### src/rtl/alu_host_timer.sv
// Clearable WAIT-cycle counter; expired flags the last permitted WAIT cycle.
module alu_host_timer #(
  parameter int unsigned TIMEOUT = 64
) (
  input  logic clk,
  input  logic rst,
  input  logic clr,
  output logic expired
);

  localparam int CW = $clog2(TIMEOUT + 1);

  logic [CW-1:0] cnt_q;
  logic [CW-1:0] cnt_d;

  always_comb begin
    cnt_d = clr ? '0 : cnt_q + CW'(1);
  end

  always_ff @(posedge clk) begin
    if (rst) cnt_q <= '0;
    else     cnt_q <= cnt_d;
  end

  assign expired = !clr && (cnt_q == CW'(TIMEOUT - 1));

endmodule

### config.mk
export PLATFORM = sky130hd
export DESIGN_NAME = alu_host_timer
export DESIGN_NICKNAME = d
export VERILOG_FILES = /design/src/rtl/alu_host_timer.sv
export SDC_FILE = /design/constraint.sdc
export NUM_CORES = 1
export LEC_CHECK = 0
export ABC_CLOCK_PERIOD_IN_PS = 3000
export CAP_MARGIN = 0
export CORE_AREA = 2 2 39 41
export CTS_CLUSTER_SIZE = 24
export DETAILED_ROUTE_END_ITERATION = 8
export DIE_AREA = 0 0 41 43
export PLACE_DENSITY_LB_ADDON = 0.05
export SLEW_MARGIN = 10
export SYNTH_ARGS = -nofsm -noshare
export SYNTH_HDL_FRONTEND = slang
export SYNTH_SLANG_ARGS = --single-unit
### constraint.sdc
create_clock -name clk -period 3 [get_ports clk]
set_input_delay 0.6 -clock clk [delete_from_list [all_inputs] [get_ports clk]]
set_output_delay 0.6 -clock clk [all_outputs]
set_load 0.01 [all_outputs]
==> impl_metrics.env <==
export IMPL_setup_slack_ns=0.491
export IMPL_cts_tree="yes"
export IMPL_die_area_mm2=0.00176
export IMPL_coreArea_mm2=0.00138
export IMPL_synth_edf_count=0
export IMPL_clk_pin_slew_worst_paths_ns=0.05
export IMPL_insertion_delay_ns=0.25
export IMPL_yosysUniqueCellTypes=16
export IMPL_pre_cts_ws_ns=0.484
export IMPL_peakVddDrop_v=0.000194
export IMPL_numCtsBuffers=3
export IMPL_fin_tns_setup_ns=0
export IMPL_antennaDiodeCount=0
export IMPL_multiInputGateArea_um2=136
export IMPL_num_vias=214
export IMPL_cp_buffers_inverters=2
export IMPL_min_period_ns=2.51
export IMPL_htreeDepth=1
export IMPL_nNetsFinal=41
export IMPL_gp_congestion=0.594
export IMPL_end_kind="output port"
export IMPL_hp_class="register to register"
export IMPL_postSynthCellCount=29
export IMPL_required_ns=2.40
export IMPL_worst_clock_skew_ns=0.00616
export IMPL_status="finished, final reports clean"
export IMPL_grt_overflow_total=0
export IMPL_cts_sinks=7
export IMPL_final_seq_area_um2=140
export IMPL_dr_pass1_iters=1
export IMPL_tightest_slew_ns=0.216
export IMPL_largestRegisters="cnt_q (7)"
export IMPL_num_io_pins=4
export IMPL_cap_violations=0
export IMPL_synthArstFlopShare_pct=0
export IMPL_regMostFlops="cnt_q"
export IMPL_power_density_mw_per_mm2=526
export IMPL_maxSlewViolCount=0
export IMPL_track_usage_pct=8.24
export IMPL_hold_buffers=0
export IMPL_synth_top_cell_area_share_pct=50.7
export IMPL_synthTopCellsByArea="dfxtp_1 (51%), nor2_1 (6.8%), xor2_1 (6.3%)"
export IMPL_synth_main_ff_cell="dfxtp_1"
export IMPL_fp_dieW_um=41
export IMPL_floorplan_initialDensity_pct=20.0
export IMPL_min_period_over_period_pct=83.6
export IMPL_cts_root_buf="clkbuf_4"
export IMPL_cts_resized=0
export IMPL_cts_buffer_depth=2
export IMPL_worstPathArrival_ns=1.91
export IMPL_synth_area_leader_cell="dfxtp_1"
export IMPL_num_rows=14
export IMPL_rsz0062_at_grt="no"
export IMPL_syn_num_nets=33
export IMPL_postRouteAntennaNets=0
export IMPL_critPathTopFamily="buffers and inverters"
export IMPL_synth_area_um2=277
export IMPL_clock_fmax_mhz=399
export IMPL_dp_hpwl_um=392
export IMPL_grt_pass1_vias=217
export IMPL_die_h_um=43
export IMPL_grt_pass1_wl_um=903
export IMPL_hold_viol_final=0
export IMPL_synth_seq_area_share_pct=50.7
export IMPL_syn_to_final_growth_pct=27.6
export IMPL_wire_per_inst_um=9.46
export IMPL_remaining_drc_errors=0
export IMPL_vias_per_cell=4.12
export IMPL_critPathMostFrequentCell="clkdlybuf4s50_1"
export IMPL_drive_gt1_share_pct=13.9
export IMPL_syn_area_per_cell_um2=9.54
export IMPL_largest_reg_flops=7
export IMPL_worstSetupStartpointType="primary input"
export IMPL_finalSetupViolations=0
export IMPL_crit_path_cell_trace="clkdlybuf4s50_1 -> nor4_1 -> clkdlybuf4s50_1"
export IMPL_port_buffers=3
export IMPL_finalWirelength_um=492
export IMPL_slowest_delay_ns=0.59
export IMPL_postCtsSetupBuffers=0
export IMPL_slew_headroom_pct=85.5
export IMPL_cp_max_fo=4
export IMPL_grt_max_degree=6
export IMPL_antenna_found_initial=0
export IMPL_leakage_nw=0.121
export IMPL_ys_ff_latch=7
export IMPL_cp_slowest_cell="clkdlybuf4s50_1"
export IMPL_ys_warn_count=0
export IMPL_drtIter0Drc=0
export IMPL_criticalPathCategory="primary input to output port"
export IMPL_fill_cells=146
[cells by family after synthesis]
group,after synthesis,share of synthesized area [%]
adder cells (fa/ha/maj),1,4.52
flip-flops,7,50.7
AND/OR/NAND/NOR,14,26.2
XOR/XNOR,3,9.50
AO/OA/AOI/OAI,4,9.05
[power breakdown]
part           total, mW  internal, mW  switching (mW)  leakage, nW
Clock             0.0828        0.0506          0.0322       0.0150
Sequential        0.0955        0.0944         0.00105       0.0567
Combinational    0.00729       0.00406         0.00323       0.0490
Total              0.186         0.149          0.0364        0.121
[layer usage]
metal	wire length (um)	part of all wire [%]	track usage, %
met1	245	50	11.0
met4	0	0	8.00
met5	0	0	0
met3	6	1.2	3.14
met2	241	49	9.38
[per-stage QoR]
step / std cells / hold WS, ns / instance area (um^2) / util [%] / power, mW
CTS: 52 / 0.466 / 353 / 25.5 / 0.189
finish: 52 / 0.463 / 353 / 25.5 / 0.186
floorplan: 29 / 0.429 / 277 / - / 0.100
global placement: 48 / 0.443 / 327 / 23.6 / 0.105
detailed placement: 48 / 0.455 / 327 / 23.6 / 0.105
global route: 52 / 0.497 / 353 / 25.5 / 0.196
[layout make-up]
class | count | share of cell area [%]
well taps | 16 | 5.67
multi-input cells | 22 | 38.7
clock buffers | 4 | 7.45
flip-flops and latches | 7 | 39.7
repair buffers | 3 | 8.51
[cells in the final DEF, fill, tap and decap left out, types with 2 or more instances in the layout]
cell type / instances
clkbuf_4: 3
clkdlybuf4s50_1: 3
dfxtp_1: 7
nand2_1: 2
nor2_1: 5
or3_1: 2
xor2_1: 2
[synth_stat cells (2+ instances only)]
cell type,n
nor2_1,5
nand2_1,2
xor2_1,2
or3_1,2
dfxtp_1,7
[worst paths after layout]
kind         cells after the start  slack (ns)                 from                   to
max                              3        0.49                  clr              expired
max reg2reg                      4        1.85  cnt_q[0]$_SDFF_PP0_  cnt_q[6]$_SDFF_PP0_
min                              1        0.46  cnt_q[0]$_SDFF_PP0_  cnt_q[0]$_SDFF_PP0_
min reg2reg                      1        0.46  cnt_q[0]$_SDFF_PP0_  cnt_q[0]$_SDFF_PP0_
Power figures use the tool's default switching activity.
